`config.mk`:
```
export PLATFORM = sky130hd
export DESIGN_NAME = stack_op_sequencer
export DESIGN_NICKNAME = d
export VERILOG_FILES = /design/src/rtl/stack_op_sequencer.sv
export SDC_FILE = /design/constraint.sdc
export NUM_CORES = 1
export LEC_CHECK = 0
export ABC_CLOCK_PERIOD_IN_PS = 1800
export CORE_UTILIZATION = 36
export CTS_CLUSTER_DIAMETER = 200
export DETAILED_ROUTE_END_ITERATION = 8
export MAX_ROUTING_LAYER = met4
export PLACE_DENSITY_LB_ADDON = 0.05
export SYNTH_ARGS = -nofsm -noshare
export SYNTH_HDL_FRONTEND = slang
export SYNTH_SLANG_ARGS = --single-unit
```
`constraint.sdc`:
```
create_clock -name CLK -period 1.8 [get_ports CLK]
set_input_delay 0.36 -clock CLK [delete_from_list [all_inputs] [get_ports CLK]]
set_output_delay 0.36 -clock CLK [all_outputs]
set_load 0.02 [all_outputs]
```
`src/rtl/stack_op_sequencer.sv`:
```
// Expands CALL/RET/RTI into 16-bit stack access sequences and handles single-cycle PUSH/POP.
// Ports: CLK/Reset (sync, active-high); Valid/Flush plus CALL/RET/RTI/PUSH/POP decoded from ID/EX;
// MemBusy backpressure; outputs: Stall, MemRd/MemWr, SP_Inc/SP_Dec, HalfSel, FlagsRestore, ScndIteration, PrvsStackOp, Busy.
module stack_op_sequencer (
  input  logic CLK,
  input  logic Reset,
  input  logic Valid,
  input  logic Flush,
  input  logic CALL,
  input  logic RET,
  input  logic RTI,
  input  logic PUSH,
  input  logic POP,
  input  logic MemBusy,
  output logic Stall,
  output logic MemRd,
  output logic MemWr,
  output logic SP_Inc,
  output logic SP_Dec,
  output logic HalfSel,
  output logic FlagsRestore,
  output logic ScndIteration,
  output logic PrvsStackOp,
  output logic Busy
);

  typedef enum logic [1:0] {IDLE, FLAGS, FIRST, SECOND} state_t;
  typedef enum logic [1:0] {OP_NONE, OP_CALL, OP_RET, OP_RTI} op_t;

  state_t state, state_nxt, tgt;
  op_t    op_q, op_nxt, op_iss;
  logic   req;   // an access is requested this cycle
  logic   more;  // further accesses follow this one, so the front end must hold
  logic   rd, wr, half, flg, scnd;

  always_ff @(posedge CLK) begin
    if (Reset) begin
      state       <= IDLE;
      op_q        <= OP_NONE;
      PrvsStackOp <= 1'b0;
    end else begin
      state       <= state_nxt;
      op_q        <= op_nxt;
      PrvsStackOp <= SP_Inc | SP_Dec;
    end
  end

  always_comb begin
    state_nxt     = state;
    op_nxt        = op_q;
    tgt           = state;
    op_iss        = op_q;
    req           = 1'b0;
    more          = 1'b0;
    rd            = 1'b0;
    wr            = 1'b0;
    half          = 1'b0;
    flg           = 1'b0;
    scnd          = 1'b0;
    Stall         = 1'b0;
    MemRd         = 1'b0;
    MemWr         = 1'b0;
    SP_Inc        = 1'b0;
    SP_Dec        = 1'b0;
    HalfSel       = 1'b0;
    FlagsRestore  = 1'b0;
    ScndIteration = 1'b0;

    unique case (state)
      IDLE: begin
        // Op bits are only looked at here; ID/EX is frozen for the rest of a sequence.
        if (Valid && !Flush) begin
          if (RTI) begin
            req = 1'b1; rd = 1'b1; flg = 1'b1; more = 1'b1;
            tgt = FLAGS; op_iss = OP_RTI;
          end else if (RET) begin
            // Return address is popped high half first.
            req = 1'b1; rd = 1'b1; half = 1'b1; more = 1'b1;
            tgt = SECOND; op_iss = OP_RET;
          end else if (CALL) begin
            // Return address is pushed low half first.
            req = 1'b1; wr = 1'b1; more = 1'b1;
            tgt = SECOND; op_iss = OP_CALL;
          end else if (POP) begin
            req = 1'b1; rd = 1'b1;
          end else if (PUSH) begin
            req = 1'b1; wr = 1'b1;
          end
        end
      end
      FLAGS: begin
        req = 1'b1; rd = 1'b1; half = 1'b1; more = 1'b1;
        tgt = FIRST;
      end
      FIRST: begin
        req = 1'b1; rd = 1'b1; scnd = 1'b1;
        tgt = IDLE; op_iss = OP_NONE;
      end
      SECOND: begin
        req  = 1'b1;
        scnd = 1'b1;
        if (op_q == OP_CALL) begin
          wr = 1'b1; half = 1'b1;
        end else begin
          rd = 1'b1;
        end
        tgt = IDLE; op_iss = OP_NONE;
      end
      default: begin
        tgt = IDLE; op_iss = OP_NONE;
      end
    endcase

    if (req) begin
      // The request stays visible while memory is busy; only the SP commit and advance wait.
      MemRd         = rd;
      MemWr         = wr;
      HalfSel       = half;
      FlagsRestore  = flg;
      ScndIteration = scnd;
      Stall         = more | MemBusy;
      if (!MemBusy) begin
        SP_Inc    = rd;
        SP_Dec    = wr;
        state_nxt = tgt;
        op_nxt    = op_iss;
      end
    end else if (state != IDLE) begin
      state_nxt = IDLE;
      op_nxt    = OP_NONE;
    end

    // A reset cycle must not commit anything or hold the front end.
    if (Reset) begin
      Stall         = 1'b0;
      MemRd         = 1'b0;
      MemWr         = 1'b0;
      SP_Inc        = 1'b0;
      SP_Dec        = 1'b0;
      HalfSel       = 1'b0;
      FlagsRestore  = 1'b0;
      ScndIteration = 1'b0;
    end
  end

  assign Busy = (state != IDLE);

endmodule
```
==> results of run 1 <==
## cell usage in the layout, fill, tap and decap left out, drive strengths merged, types with 2 or more instances in the layout
cell type,synthesis,layout
nand3b,2,2
nor2,9,9
inv,5,5
a211oi,2,2
nor3,4,4
dfxtp,5,5
ha,5,5
clkbuf,0,5
nor3b,3,3
nand2,2,2
dlygate4sd2,0,7
nor2b,3,3
a21oi,5,5
clkdlybuf4s50,0,3
nand2b,4,4
buf,0,39
## per-layer routing
layer  share of wire  vias up
li1                -      335
met1            0.37      332
met2            0.46       58
met3           0.094       27
met4           0.080        0
met5               0        -
## power by group
part	internal [mW]	total, mW	switching, mW
Sequential	0.122	0.130	0.00816
Clock	0.0847	0.144	0.0597
Combinational	0.181	0.350	0.169
Total	0.387	0.624	0.237
## critical path: stages (launching register included)
cell and delay [ns]:
dfxtp_2 0.34, inv_2 0.06, ha_4 0.17, nor3b_4 0.15
a221o_2 0.44, buf_6 0.15, nor3_4 0.15, buf_6 0.13
## through the flow
step	setup WS [ns]	area [µm²]	power (mW)	setup TNS, ns	cells
2_1_floorplan	-0.0651	531	0.264	-0.0651	63
3_3_place_gp	-0.893	888	0.397	-6.21	116
3_5_place_dp	-0.912	888	0.403	-6.41	116
4_1_cts	-0.359	1010	0.585	-1.83	130
5_1_grt	-0.431	1050	0.645	-2.61	131
6_report	-0.417	1050	0.624	-2.38	131
## kinds of logic (layout without fill, tap and decap cells)
| logic type | Yosys count | in the layout |
|---|---|---|
| buffers and inverters | 5 | 59 |
| AOI/OAI and AO/OA | 15 | 15 |
| muxes | 2 | 2 |
| DFF | 5 | 5 |
| and+or+nand+nor | 31 | 31 |
| adders and majority gates | 5 | 5 |
## sequential cells by signal (all words and copies together) (netlist names)
register and cells:
state 2, op_q 2, PrvsStackOp 1
## path summary, 6_finish.rpt
check	to	slack, ns	depth (start not counted)
worst max-delay path	SP_Dec	-0.42	7
worst min-delay path	op_q[0]	0.53	2
worst max register to register	PrvsStackOp	-0.13	11
worst min register to register	op_q[0]	0.53	2
## final cells by class
class	instances	area [µm²]	area share
repair buffers	50	428	0.408
multi-input cells	53	457	0.435
inverters	5	18.8	0.0179
flip-flops and latches	5	103	0.0977
well taps	14	17.5	0.0167
clock buffers	4	26.3	0.0250
## what timing repair did
action / in CTS / in global routing
buffers inserted: 10 / 1
endpoints found under the hold margin: 0 / 0
setup endpoints to repair: 10 / 11
pin swaps: 7 / 1
gates resized for setup: 61 / 9
==> results.ini, run 1 <==
[sta]
fin_ws_ns=-0.417
setup_viol=9
rsz0062_at_grt=yes
tightest_slew_ns=0.347
fmax_mhz=451
slew_viol_final=0
slew_headroom=0.765
finalCritPeriodShare=1.23
hold_viol_final=0
fin_skew_ns=0.00513
timing.hold.ws_ns=0.531
period_needed_ns=2.22

[layout]
drive_gt1_frac=0.538
final_nets=133
syn_to_final_growth_pct=118
final_util=0.896
n_antenna_cell=0
n_fill_cell=62

[setup_path]
crit_required_ns=1.44
crit_fanout=7
worstSetupPathType=reg -> out
cp-end-kind=output pin
arrival_ns=1.86
cp-startpoint=state[1]
rr_startpoint=state[1]
startpoint_type=flip-flop

[drt]
vias=752
wl_um=2490
wl_per_cell_um=19.0
ant_nets=0
route.detailed.drc=0
drt-initial-drc-count=53
dr.pass1.iters=4
vias_per_cell=5.74

[floorplan]
die_h_um=38.5
core-area_mm2=0.00117
chipWidth_um=38.5
ios=20
fp-row-count=12
die-area_mm2=0.00148
start_util=0.410

[yosys]
async_flop_share=0
synth_common_cells=9 x nor2_1, 5 x a21oi_1, 5 x dfxtp_1, 5 x ha_1, 5 x inv_1
synth_top_family_by_area=simple AND/OR/NAND/NOR gates
synth_top_area_frac=0.208
yosysTopAreaCell=dfxtp_1
synthTopCellsByArea=dfxtp_1 21%, ha_1 13%, nor2_1 7.0%, a21oi_1 5.2%, nand2b_1 5.2%
syn_area_per_cell_um2=7.63
ys_seq_elements=5
synth_warnings=0
yosys.cell_types.count=26
yosysMostFrequentCell=nor2_1
synth_xor_area_frac=0
synth-edff-count=0
yosys.area_share.simple=0.362
ys_seq_area_frac=0.208
synth_compound_area_frac=0.216
synth-adder-area-share=0.130
synth_flop_cell=dfxtp_1
synth_area_um2=480
synthCells=63
syn-num-nets=78
synth.mux.area_fraction=0.0443

[grt]
gr-total-overflow=0
grt_pass1_vias=713
antenna_found_initial=0
grt_max_degree=8
grtUsageMet3=0.151
use_met2=0.583
grt_first_pass_wirelength_um=3210
global_route.usage.met1=0.336
grt_util_all_layers=0.349
top_usage_layer=met2

[clock_network]
cts_tree=built
cts_sinks=5
cts_max_path_buffers=2
path_clk_slew_ns=0.05
h-tree-depth=1
cts-buffers-inserted=3
insertion_delay_ns=0.27
cts_hold_buf=0
cts_root_buffer=clkbuf_4

[outcome]
violations=setup timing
status=complete, but fails checks

[power]
power_density_mw_per_mm2=595
ir_drop_mv=0.604
p_leak_nw=0.500

[worst_hold_path]
hold_start=op_q[0]
hp-class=reg -> reg

[run]
maxCapViolations=0

[placed_design]
gp_congestion=0.916
post-dp-hpwl_um=1260
numPortBuffers=19

No activity file was read; power rests on OpenSTA's default activity.
==> run 2, diff against run 1 <==
Settings changed: CAP_MARGIN set to 20, CELL_PAD_IN_SITES_DETAIL_PLACEMENT set to 1, CELL_PAD_IN_SITES_GLOBAL_PLACEMENT set to 2, CORE_UTILIZATION 36 to 19, GPL_TIMING_DRIVEN set to 0.
==> results.ini, run 2 (same netlist as run 1, synthesis figures left out) <==
[floorplan]
start_util=0.209
die_h_um=52.3
fp-row-count=17
ios=20
core-area_mm2=0.00230
die-area_mm2=0.00273
chipWidth_um=52.3

[sta]
period_needed_ns=2.16
fin_ws_ns=-0.359
fmax_mhz=463
rsz0062_at_grt=yes
fin_skew_ns=0.000312
setup_viol=7
slew_viol_final=0
tightest_slew_ns=0.460
tns_ns=-2.09
slew_headroom=0.690
hold_viol_final=0
finalCritPeriodShare=1.20

[layout]
syn_to_final_growth_pct=97.9
mostFrequentLayoutCells=11 x buf_4, 10 x buf_6, 9 x dlygate4sd2_1
n_antenna_cell=0
drive_gt1_frac=0.460
top_regs=op_q: 2 flops, state: 2 flops, PrvsStackOp: 1 flops
final_nets=116
stdcell_count=128
final_util=0.414
layout_commonest_cell=buf_4
n_fill_cell=280

[clock_network]
cts-buffers-inserted=3
cts_hold_buf=0
cts_tree=built
cts_max_path_buffers=2
h-tree-depth=1
insertion_delay_ns=0.25
path_clk_slew_ns=0.05
cts_root_buffer=clkbuf_4
cts_sinks=5

[placed_design]
placedCellCount=110
numPortBuffers=19
place_ws_ns=-1.02
post-dp-hpwl_um=1200
gp_congestion=0.745

[setup_path]
cp_slowest_cell=dfxtp_4
crit_required_ns=1.44
worstSetupPathType=reg -> out
arrival_ns=1.80
crit_fanout=4
worstPathCellList=inv_4 > ha_4 > nand3b_1 > a2111o_1 > a21o_1 > nor3_4 > buf_6
rr_worst_depth=7
r2r_setup_slack_ns=-0.16
startpoint_type=flip-flop
rr_startpoint=state[1]
cp-end-kind=output pin
reg2reg_to=op_q[0]
slowest_delay_ns=0.35

[worst_hold_path]
hold_start=op_q[0]
holdPathStages=2
hold_path_end=op_q[0]
hp-class=reg -> reg

[power]
p_total_uw=550
ir_drop_mv=0.403
power_density_mw_per_mm2=579
p_leak_nw=0.421

[drt]
drt-initial-drc-count=3
wl_per_cell_um=13.4
wl_um=1720
vias_per_cell=4.69
vias=600
route.detailed.drc=0
ant_nets=0
dr.pass1.iters=3

[grt]
grt_util_all_layers=0.155
gr-total-overflow=0
antenna_found_initial=0
grt_max_degree=9
grt_first_pass_wirelength_um=2950
grt_pass1_vias=618

[outcome]
status=complete, but fails checks
violations=setup timing

[run]
maxCapViolations=0

[run 2: cell count changes in the layout (fill, tap and decap cells not counted), sizes merged]
cell and delta:
buf -17, clkbuf -1, dlygate4sd2 +2, clkdlybuf4s50 -1
[run 2: worst max path at each step]
stage               cells past startpoint  endpoint     start  slack, ns
floorplan                               6    SP_Dec  state[0]      -0.07
global placement                        5     MemRd       RTI      -1.08
detailed placement                      5     MemRd       RTI      -1.02
CTS                                     7    SP_Dec  state[1]      -0.39
global route                            7    SP_Dec  state[1]      -0.44
finish                                  7    SP_Dec  state[1]      -0.36
[run 2: what timing repair did]
action | in CTS | in global routing
endpoints found under the setup margin | 11 | 9
pin swaps | 9 | 4
resized for setup | 65 | 8
setup buffers | 12 | 2
[run 2: metal layers]
layer,GRT usage,share of wire,vias to the layer above
met2,0.247,0.48,16
li1,-,-,299
met3,0.0609,0.043,0
met5,-,0,-
met4,0.0132,0,0
met1,0.190,0.48,285
[run 2: cell type report]
cell class | count | area, µm² | share of cell area
Clock buffer | 4 | 26.3 | 0.0276
Inverter | 5 | 23.8 | 0.0250
Multi-Input combinational cell | 53 | 459 | 0.483
Sequential cell | 5 | 108 | 0.113
Tap cell | 28 | 35.0 | 0.0368
Timing Repair Buffer | 33 | 299 | 0.314
[run 2: report_power, final]
part	internal [mW]	switching, mW	leakage [nW]
logic	0.145	0.140	0.364
clock network	0.0842	0.0516	0.0150
registers	0.121	0.00793	0.0421
total	0.350	0.200	0.421
[run 2: critical path: cells and delay by family (launching register included)]
kind | cells | cell delay (ns)
AOI/OAI and AO/OA | 2 | 0.57
DFF | 1 | 0.35
and+or+nand+nor | 2 | 0.29
buffers and inverters | 2 | 0.20
adders and majority gates | 1 | 0.14
[run 2: stage by stage]
| stage | hold slack (ns) | area [µm²] |
|---|---|---|
| final | 0.496 | 951 |
| after detailed placement | 0.493 | 756 |
| after global routing | 0.543 | 951 |
| after CTS | 0.500 | 915 |
| after global placement | 0.491 | 756 |
| after floorplan | 0.425 | 531 |
==> run 3, diff against run 2 <==
Settings changed: CORE_MARGIN set to 4.
==> results.ini, run 3 (same netlist as run 1, synthesis figures left out) <==
[sta]
hold_viol_final=0
period_needed_ns=2.17
finalCritPeriodShare=1.20
slew_headroom=0.678
rsz0062_at_grt=yes
fmax_mhz=462
fin_skew_ns=0.00336
tightest_slew_ns=0.479
tns_ns=-1.88
slew_viol_final=0
setup_viol=7
fin_ws_ns=-0.365

[placed_design]
post-dp-hpwl_um=1310
numPortBuffers=19
placed_cell_area_um2=756
place_ws_ns=-1.01
gp_congestion=0.668
placedCellCount=110

[power]
power_density_mw_per_mm2=576
combPwrFrac=0.514
p_switching_uw=193
p_int_uw=344
p_seq_frac=0.242
ir_drop_mv=0.418
swShare=0.359
p_leak_nw=0.406
power.share.clock=0.244

[floorplan]
fp-row-count=17
ios=20
die_h_um=58.3
die-area_mm2=0.00340
start_util=0.207
core-area_mm2=0.00232
chipWidth_um=58.3

[drt]
wl_per_cell_um=13.9
drt-initial-drc-count=9
vias_per_cell=4.66
dr.pass1.iters=4
vias=592
ant_nets=0
wl_um=1760
route.detailed.drc=0

[run]
maxCapViolations=0

[outcome]
status=complete, but fails checks
violations=setup timing

[worst_hold_path]
hp-class=reg -> reg
hold_path_end=op_q[0]
holdPathStages=2
hold_start=op_q[0]

[clock_network]
cts_hold_buf=0
h-tree-depth=1
cts_root_buffer=clkbuf_4
cts_sinks=5
cts-buffers-inserted=3
cts_max_path_buffers=2
cts_tree=built
path_clk_slew_ns=0.05
insertion_delay_ns=0.24

[grt]
grt_util_all_layers=0.117
grt_first_pass_wirelength_um=2900
grt_pass1_vias=617
antenna_found_initial=0
grt_max_degree=9
gr-total-overflow=0

[setup_path]
r2r_setup_slack_ns=0.07
worstSetupPathType=reg -> out
crit_fanout=7
crit_required_ns=1.44
rr_worst_depth=6
reg2reg_to=op_q[0]
rr_startpoint=state[0]
cp-end-kind=output pin
startpoint_type=flip-flop
arrival_ns=1.81

[layout]
n_fill_cell=286
syn_to_final_growth_pct=93.7
final_nets=115
final_cell_area_um2=931
n_antenna_cell=0
mostFrequentLayoutCells=11 x buf_4, 9 x buf_6, 8 x dlygate4sd2_1
regArea_um2=108
top_regs=op_q: 2 flops, state: 2 flops, PrvsStackOp: 1 flops
multi_input_area_um2=454
drive_gt1_frac=0.475
final_util=0.402
layout_commonest_cell=buf_4
stdcell_count=127

==> run 3: timing repair <==
action,CTS,global route
gates resized for setup,63,10
buffers inserted,10,3
pin swaps,10,5
setup endpoints to repair,11,11
==> run 3: worst max path at each step <==
stage | startpoint | to | slack [ns] | cells past startpoint
global route | state[1] | SP_Dec | -0.46 | 7
detailed placement | RTI | MemRd | -1.01 | 5
CTS | state[0] | SP_Dec | -0.40 | 7
floorplan | state[0] | SP_Dec | -0.07 | 6
global placement | RTI | MemRd | -1.07 | 5
finish | state[0] | SP_Dec | -0.37 | 7
==> run 3: metal layers <==
layer / routed length [µm] / track usage / share of wire
met3: 99 / 0.0401 / 0.056
met4: 0 / 0.0199 / 0
met1: 826 / 0.148 / 0.47
met2: 833 / 0.180 / 0.47
met5: 0 / - / 0
==> run 3: final cells by class <==
type	count	share of cell area
clock buffer	4	0.0282
inverter	5	0.0255
timing repair buffer	32	0.305
multi-input combinational	53	0.488
sequential	5	0.116
tap	28	0.0376
==> run 3: worst max-delay path, cell delays in order, from the launching register on <==
cell and delay [ns]:
dfxtp_4 0.36, inv_4 0.04, ha_4 0.16, nor3b_1 0.13, a221o_2 0.42, buf_6 0.15
nor3_4 0.17, buf_6 0.14
==> run 3: through the flow <==
| stage | power [mW] | hold WS (ns) |
|---|---|---|
| after floorplan | 0.264 | 0.425 |
| after global placement | 0.350 | 0.491 |
| after detailed placement | 0.350 | 0.498 |
| after CTS | 0.527 | 0.504 |
| after global routing | 0.586 | 0.529 |
| final | 0.537 | 0.497 |
==> run 3: power groups by stage <==
stage	logic, mW	clock network [mW]	registers, mW
6_report	0.276	0.131	0.130
5_1_grt	0.304	0.151	0.131
4_1_cts	0.260	0.139	0.129
3_5_place_dp	0.216	0	0.134
3_3_place_gp	0.217	0	0.134
2_1_floorplan	0.132	0	0.132
